### config.mk
export PLATFORM = sky130hd
export DESIGN_NAME = fifo_level
export DESIGN_NICKNAME = d
export VERILOG_FILES = /design/src/rtl/fifo_level.sv
export SDC_FILE = /design/constraint.sdc
export NUM_CORES = 1
export LEC_CHECK = 0
export CAP_MARGIN = 20
export CORE_ASPECT_RATIO = 0.75
export CORE_UTILIZATION = 41
export CTS_BUF_LIST = sky130_fd_sc_hd__clkbuf_8
export DETAILED_ROUTE_END_ITERATION = 10
export PLACE_DENSITY = 0.57
export REMOVE_ABC_BUFFERS = 1
export SYNTH_ARGS = -nofsm -noshare
export SYNTH_HDL_FRONTEND = slang
export SYNTH_SLANG_ARGS = --single-unit
### constraint.sdc
create_clock -name clk_i -period 4.4 [get_ports clk_i]
set_clock_uncertainty 0.2 [all_clocks]
set_input_delay 0.44 -clock clk_i [delete_from_list [all_inputs] [get_ports clk_i]]
set_output_delay 0.44 -clock clk_i [all_outputs]
set_load 0.01 [all_outputs]
### src/rtl/fifo_level.sv
// fifo_level: single-clock FIFO with occupancy count, almost/full/empty
// status, sticky overflow/underflow flags, and a selectable read mode
// (first-word-fall-through or registered read).
//
// Handshake: a write happens on a rising edge exactly when
// wvalid_i && wready_o. A pop happens exactly when rready_i is high and
// the FIFO is not empty. In FWFT mode that is rready_i && rvalid_o. In
// registered mode, rvalid_o marks the single cycle after a pop in which
// data_o carries the popped word. clear_i overrides both transfers.
module fifo_level #(
    parameter int DataWidth      = 8,
    parameter int Depth          = 16,
    parameter int AlmostFullThr  = 14,
    parameter int AlmostEmptyThr = 2,
    parameter int Fwft           = 1
) (
    input  logic                       clk_i,
    input  logic                       reset_i,
    input  logic                       clear_i,
    input  logic                       wvalid_i,
    output logic                       wready_o,
    input  logic [DataWidth-1:0]       data_i,
    input  logic                       rready_i,
    output logic                       rvalid_o,
    output logic [DataWidth-1:0]       data_o,
    output logic [$clog2(Depth):0]     count_o,
    output logic                       is_full_o,
    output logic                       is_empty_o,
    output logic                       almost_full_o,
    output logic                       almost_empty_o,
    output logic                       overflow_o,
    output logic                       underflow_o
);

    localparam int AW = $clog2(Depth);
    localparam int PW = AW + 1;

    // Pointers carry one extra wrap bit so full and empty stay distinct.
    logic [PW-1:0]        wptr_q;
    logic [PW-1:0]        rptr_q;
    logic [DataWidth-1:0] mem_q [Depth];
    logic                 overflow_q;
    logic                 underflow_q;
    logic                 wr_en;
    logic                 rd_en;

    assign count_o        = wptr_q - rptr_q;
    assign is_full_o      = (count_o == PW'(Depth));
    assign is_empty_o     = (count_o == '0);
    assign wready_o       = !is_full_o;
    assign almost_full_o  = (count_o >= PW'(AlmostFullThr));
    assign almost_empty_o = (count_o <= PW'(AlmostEmptyThr));
    assign overflow_o     = overflow_q;
    assign underflow_o    = underflow_q;

    // A full FIFO refuses the write even if a pop happens in the same cycle.
    assign wr_en = wvalid_i && !is_full_o && !clear_i;
    assign rd_en = rready_i && !is_empty_o && !clear_i;

    // Pointer update; clear_i flushes by zeroing both pointers.
    always_ff @(posedge clk_i or posedge reset_i) begin
        if (reset_i) begin
            wptr_q <= '0;
            rptr_q <= '0;
        end else if (clear_i) begin
            wptr_q <= '0;
            rptr_q <= '0;
        end else begin
            if (wr_en) wptr_q <= wptr_q + 1'b1;
            if (rd_en) rptr_q <= rptr_q + 1'b1;
        end
    end

    // Storage write; the array is not reset.
    always_ff @(posedge clk_i) begin
        if (wr_en) mem_q[wptr_q[AW-1:0]] <= data_i;
    end

    // Sticky error flags, cleared only by clear_i or reset.
    always_ff @(posedge clk_i or posedge reset_i) begin
        if (reset_i) begin
            overflow_q  <= 1'b0;
            underflow_q <= 1'b0;
        end else if (clear_i) begin
            overflow_q  <= 1'b0;
            underflow_q <= 1'b0;
        end else begin
            if (wvalid_i && !wready_o) overflow_q  <= 1'b1;
            if (rready_i && is_empty_o) underflow_q <= 1'b1;
        end
    end

    generate
        if (Fwft != 0) begin : g_fwft
            // Head entry is presented combinationally whenever data is stored.
            assign rvalid_o = !is_empty_o;
            assign data_o   = mem_q[rptr_q[AW-1:0]];
        end else begin : g_reg
            logic                 rvalid_q;
            logic [DataWidth-1:0] data_q;

            // Registered read: capture the popped word, valid for one cycle.
            always_ff @(posedge clk_i or posedge reset_i) begin
                if (reset_i) begin
                    rvalid_q <= 1'b0;
                    data_q   <= '0;
                end else if (clear_i) begin
                    rvalid_q <= 1'b0;
                end else begin
                    rvalid_q <= rd_en;
                    if (rd_en) data_q <= mem_q[rptr_q[AW-1:0]];
                end
            end

            assign rvalid_o = rvalid_q;
            assign data_o   = data_q;
        end
    endgenerate

endmodule

# ---- Word-level counts from Yosys, hierarchy flattened
# Memories as Yosys holds them, arrays and structs flattened.
# Index checks and enable logic that the tools add are counted.
dict set report op_classes {
  add_sub_neg 3
  order_cmp 2
  eq_ne 1
  mux 10
  reduce_logical 14
}
# operator n
set op_table {}
lappend op_table {{$mux 5} 4}
lappend op_table {{$add 5x1->5 const B} 2}
lappend op_table {{$reduce_bool 2->1} 4}
lappend op_table {{$logic_and 1x1->1} 6}
lappend op_table {{$mux 1} 6}
lappend op_table {{$eq 5x5->1 const B} 1}
lappend op_table {{$ge 5x4->1 const B} 1}
lappend op_table {{$le 5x2->1 const B} 1}
lappend op_table {{$logic_not 5->1} 1}
lappend op_table {{$sub 5x5->5} 1}
lappend op_table {{$logic_not 1->1} 3}
dict set report word_totals {
  reg_bits 12
  ram_bits 128
  input_bits 13
  output_inout_bits 21
  word_cells 35
  mem_count 1
}
# name depth width read_ports rd_clocked_by_memory_dff wr line_no
set mem_list {}
lappend mem_list {mem_q 16 8 1 0 1 41} ;# logic [DataWidth-1:0] mem_q [Depth];

# ---- Depth between registers and ports, before layout
dict set report depth {
  word_depth 7
  depth_mapped 13
  depth_no_buf 9
}

# ---- Worst setup path after synthesis
# OpenSTA, ideal clock, no wires.
dict set report synth_path {
  kind {register -> register}
  from {register rptr_q[2]}
  to {memory mem_q[6][0] (enable)}
  setup_ns 0.398
  arrival_ns 3.639
  t_required_ns 3.802
  path_slack_ns 0.163
  path_stages_with_launch 13
  path_buffers 4
  period_less_slack_ns 4.237
  path_cell_list {dfrtp_1 > clkbuf_1 > clkbuf_1 > inv_1 > clkbuf_1 > ha_1 > nand2b_1 > a21oi_1 > xor2_2 > inv_2 > and2_1 > buf_4 > nor4b_1}
}
dict set report synth_via {
  elab_chain_cells 7
}
# element line_no
set synth_lines {}
lappend synth_lines {{start: declaration} 40} ;# logic [PW-1:0] rptr_q;
lappend synth_lines {{start signal: assignment} 70} ;# if (rd_en) rptr_q <= rptr_q + 1'b1;
lappend synth_lines {{$sub 5x5->5} 47} ;# assign count_o = wptr_q - rptr_q;
lappend synth_lines {{via count_o[4]} 26} ;# output logic [$clog2(Depth):0] count_o,
lappend synth_lines {{$eq 5x5->1} 48} ;# assign is_full_o = (count_o == PW'(Depth));
lappend synth_lines {{$logic_not 1->1} 57} ;# assign wr_en = wvalid_i && !is_full_o && !clear_i;
lappend synth_lines {{$logic_and 1x1->1 (2 in series)} 57}
lappend synth_lines {{$mux 1} 76} ;# if (wr_en) mem_q[wptr_q[AW-1:0]] <= data_i;
lappend synth_lines {{$mux 1 (implied by the code)} 76}
lappend synth_lines {{end: declaration} 41}
# The timed path passes the listed nets, and every way through them passes these cells.

# ---- Final worst setup path
dict set report layout_path {
  from {register wptr_q[0]}
  to {output is_empty_o}
}
dict set report layout_via {
  elab_chain_cells 2
}
# element line_no
set layout_lines {}
lappend layout_lines {{start: declaration} 39} ;# logic [PW-1:0] wptr_q;
lappend layout_lines {{start signal: assignment} 69} ;# if (wr_en) wptr_q <= wptr_q + 1'b1;
lappend layout_lines {{$sub 5x5->5} 47}
lappend layout_lines {{$logic_not 5->1} 49} ;# assign is_empty_o = (count_o == '0);
lappend layout_lines {{end: declaration} 28} ;# output logic is_empty_o,
# Every way passes these cells.

==> impl_summary.txt <==
----------------------------------------------------
[Timing]
  Setup ws final ... 0.160 ns
  Max-slew violation total from the final report ... 0
  Post-layout min period ... roughly 4.2 ns
  Max-slew headroom ... a little under half
  Setup-violating endpoint count in the final report ... 0
  Slew at the pin closest to its max-slew limit ... 0.810 ns
  Fmax ... between 0.2 and 0.25 GHz
  Final hold violation count ... 0
  Part of the cycle the worst path needs ... between 90 and 100%

[Synthesis]
  Most frequently used flop master after synthesis ... sky130_fd_sc_hd__edfxtp_1
  Number of storage elements in the synthesis netlist ... 140
  Fraction of the yosys area taken by sequential cells ... between 60% and 70%
  Proportion of synthesized flip-flops having asynchronous set or reset ... approximately 8.6%
  Cell Area, Synth ... around 0.006 mm2
  Distinct cell type count of the synthesized netlist ... 38
  Number of enable flip-flop cells after synthesis ... 128
  Mean Syn Cell Area ... roughly 17 um2
  Count of synthesis-stage warnings from yosys ... 0
  Count of mapped cells out of synthesis ... 350

[Critical path]
  Startpoint Class ... flip-flop
  Source of the critical timing path ... wptr_q[0]$_DFFE_PP0P_
  Crit path kind ... flip-flop to output pin
  Maximum fanout count along the critical path ... 5
  Start of the worst register-to-register path ... wptr_q[0]$_DFFE_PP0P_
  Critical Path AT ... 3.60 ns
  Data required time of the worst path ... between 3 and 4 ns
  Crit. End Element ... output pin
  Register-to-register setup slack ... around 0.86 ns

[Detailed routing]
  Wire length reported by the detailed router ... between 10,000 and 15,000 um
  Number of vias in the routed layout ... 3,258
  Number of vias per cell after detailed routing ... 5.27
  Length of the first detailed-routing pass in iterations ... 4
  Drt first-iter violations ... approximately 230
  Remaining DRCs ... 0
  Wire per inst ... ~22 um
  Number of routed nets with antenna violations ... 0

[Clock tree]
  H-tree depth reported by CTS ... 4
  Clock tree root buffer cell ... sky130_fd_sc_hd__clkbuf_8
  Buffers from clock root to sink, at most ... 2
  Num Clock Sinks ... 140
  Clock latency on the worst-skew pair ... between 0.4 and 0.5 ns
  Clock slew at the register clock pins of the worst setup and hold paths ... roughly 0.09 ns
  Number of CTS-inserted buffers ... 17
  Clock tree from TritonCTS ... yes

[Status]
  Result of the run ... completed

[Cells and area]
  Synthesis-to-finish area growth ... 18.7%
  Finished Cell Area ... 0.00713 mm2
  Final-layout fill cell count ... about 1.2k
  Inserted Diodes ... 0
  Ratio of cells with drive above 1 in the final layout ... a little under 30%
  Net count, final ... 433

[Global routing]
  Via count of the first global-routing pass ... around 3.5k
  Initial antenna violation count ... 0
  Global-route wire length before repair ... about 21,000 um
  Largest net degree at the start of global routing ... 37
  Global-route usage over all layers ... about a fifth
  Final global-route overflow total ... 0

[Floorplan]
  Initial Utilization ... between 40% and 50%
  Die ar. ... 0.0152 mm2
  Placement row count ... 37
  Area of the core region ... roughly 0.014 mm2
  Floorplan die width ... approximately 140 um
  Top Ports ... 34
  DIE HEIGHT ... ~110 um

[Placement]
  Count of input and output buffers ... 33
  Cell area reported after detailed placement ... 0.00675 mm2
  Placer's final routability congestion estimate ... between 0.7 and 0.8
  Detailed placer's ending HPWL ... around 8600 um
  Worst Setup Slack post-DPL ... about 0.52 ns

[Pwr]
  Worst ir drop on vdd ... between 0.2 and 0.3 mV
  Total power divided by cell area ... 536 mW/mm2
  Reported leakage power ... between 2 and 2.5 nW

[Flow run]
  Max-cap check violation count ... 0

[Worst hold path]
  Hold crit path type ... input port to async pin

----------------------------------------------------
==> final cells by class <==
class	count	area (um2)	area share (%)
multi-input cells	176	1780	24.9
flip-flops and latches	140	4150	58.1
clock buffers	17	234	3.28
clock inverters	15	138	1.93
repair buffers	61	541	7.58
inverters	14	52.6	0.737
well taps	195	244	3.42
==> logic make-up (layout without fill, tap and decap cells) <==
logic type                 Yosys count  after routing  share of synthesized area (%)
adders and majority gates           10             10                           2.21
AOI/OAI and AO/OA                   23             23                           2.83
muxes                               43             43                           14.4
buffers and inverters               34            107                           2.52
DFF                                140            140                           69.0
and+or+nand+nor                     96             96                           8.35
xor gates and xnor gates             4              4                          0.708
==> report_power, final <==
group | total (W) | internal (W) | switching, W
registers | 0.00152 | 0.00150 | 0.0000226
logic | 0.00133 | 0.000630 | 0.000695
clock network | 0.000979 | 0.000453 | 0.000526
==> worst max-delay path: stages, from the launching register on <==
cell                              delay [ns]
sky130_fd_sc_hd__dfrtp_1                0.43
sky130_fd_sc_hd__inv_1                  0.12
sky130_fd_sc_hd__ha_1                   0.24
sky130_fd_sc_hd__fa_1                   0.41
sky130_fd_sc_hd__xor2_1                 0.28
sky130_fd_sc_hd__inv_2                  0.07
sky130_fd_sc_hd__or4_1                  0.47
sky130_fd_sc_hd__mux2i_4                0.27
sky130_fd_sc_hd__buf_4                  0.20
sky130_fd_sc_hd__and2_1                 0.14
sky130_fd_sc_hd__clkdlybuf4s50_1        0.54
==> repair_timing <==
action | 4_1_cts | 5_1_grt
hold buffers | 0 | 0
endpoints found under the setup margin | 0 | 4
buffers inserted | 0 | 0
resized for setup | 0 | 2
==> Yosys cell counts, drive strengths merged, types with 4 or more instances <==
| cell | instances | area share (%) |
|---|---|---|
| a31oi | 10 | 1.0 |
| nand2 | 40 | 2.5 |
| edfxtp | 128 | 64 |
| inv | 13 | 0.81 |
| nand2b | 5 | 0.52 |
| nor4b | 8 | 1.2 |
| nor2b | 5 | 0.52 |
| and3 | 8 | 0.83 |
| mux4 | 32 | 12 |
| nor2 | 16 | 1.0 |
| nor3 | 4 | 0.33 |
| mux2 | 8 | 1.9 |
| nor4 | 4 | 0.83 |
| ha | 9 | 1.9 |
| buf | 8 | 0.90 |
| a21oi | 7 | 0.90 |
| clkbuf | 12 | 0.75 |
| dfrtp | 12 | 5.0 |
==> metal layers <==
layer  routed length, um  vias to the layer above  global-route usage (%)
li1                    -                     1482                       -
met1                5840                     1683                    28.0
met2                6410                       91                    30.2
met3                1030                        2                    4.33
met4                  34                        0                    4.84
met5                   0                        -                       0
==> registers in the layout (all words and copies together), names as in the netlist <==
| name | count |
|---|---|
| overflow_o | 1 |
| mem_q | 128 |
| rptr_q | 5 |
| wptr_q | 5 |
| underflow_o | 1 |
==> worst paths after layout <==
check                                     endpoint  cells past startpoint
min                        underflow_o$_DFFE_PP0P_                      2
max                                     is_empty_o                     10
min reg2reg                 overflow_o$_DFFE_PP0P_                      2
max in group asynchronous    rptr_q[0]$_DFFE_PP0P_                      2
min in group clk_i          overflow_o$_DFFE_PP0P_                      2
max reg2reg                 mem_q[13][1]$_DFFE_PP_                     11
==> metrics by stage <==
| step | hold slack [ns] | utilization (%) | instances | TNS [ns] | power, W |
|---|---|---|---|---|---|
| final | 0.140 | 50.8 | 618 | 0 | 0.00382 |
| after global routing | 0.195 | 50.8 | 618 | -0.0376 | 0.00401 |
| after global placement | 0.279 | 48.1 | 586 | 0 | 0.00284 |
| after floorplan | 0.105 | - | 330 | -63.74 | 0.00226 |
| after detailed placement | 0.299 | 48.1 | 586 | 0 | 0.00285 |
| after CTS | 0.137 | 50.7 | 618 | 0 | 0.00384 |
==> placed cells by master (no fill, tap or decap), drive strengths merged, types with 5 or more instances in the layout <==
cell type      count
mux4              32
nor2              16
and3               8
nor2b              5
edfxtp           128
inv               18
nand2b             5
a21oi              7
mux2               8
dfrtp             12
ha                 9
clkinv             6
buf               28
clkdlybuf4s50     33
nand2             40
a31oi             10
nor4b              8
clkbuf            17
Power figures use the tool's default switching activity.
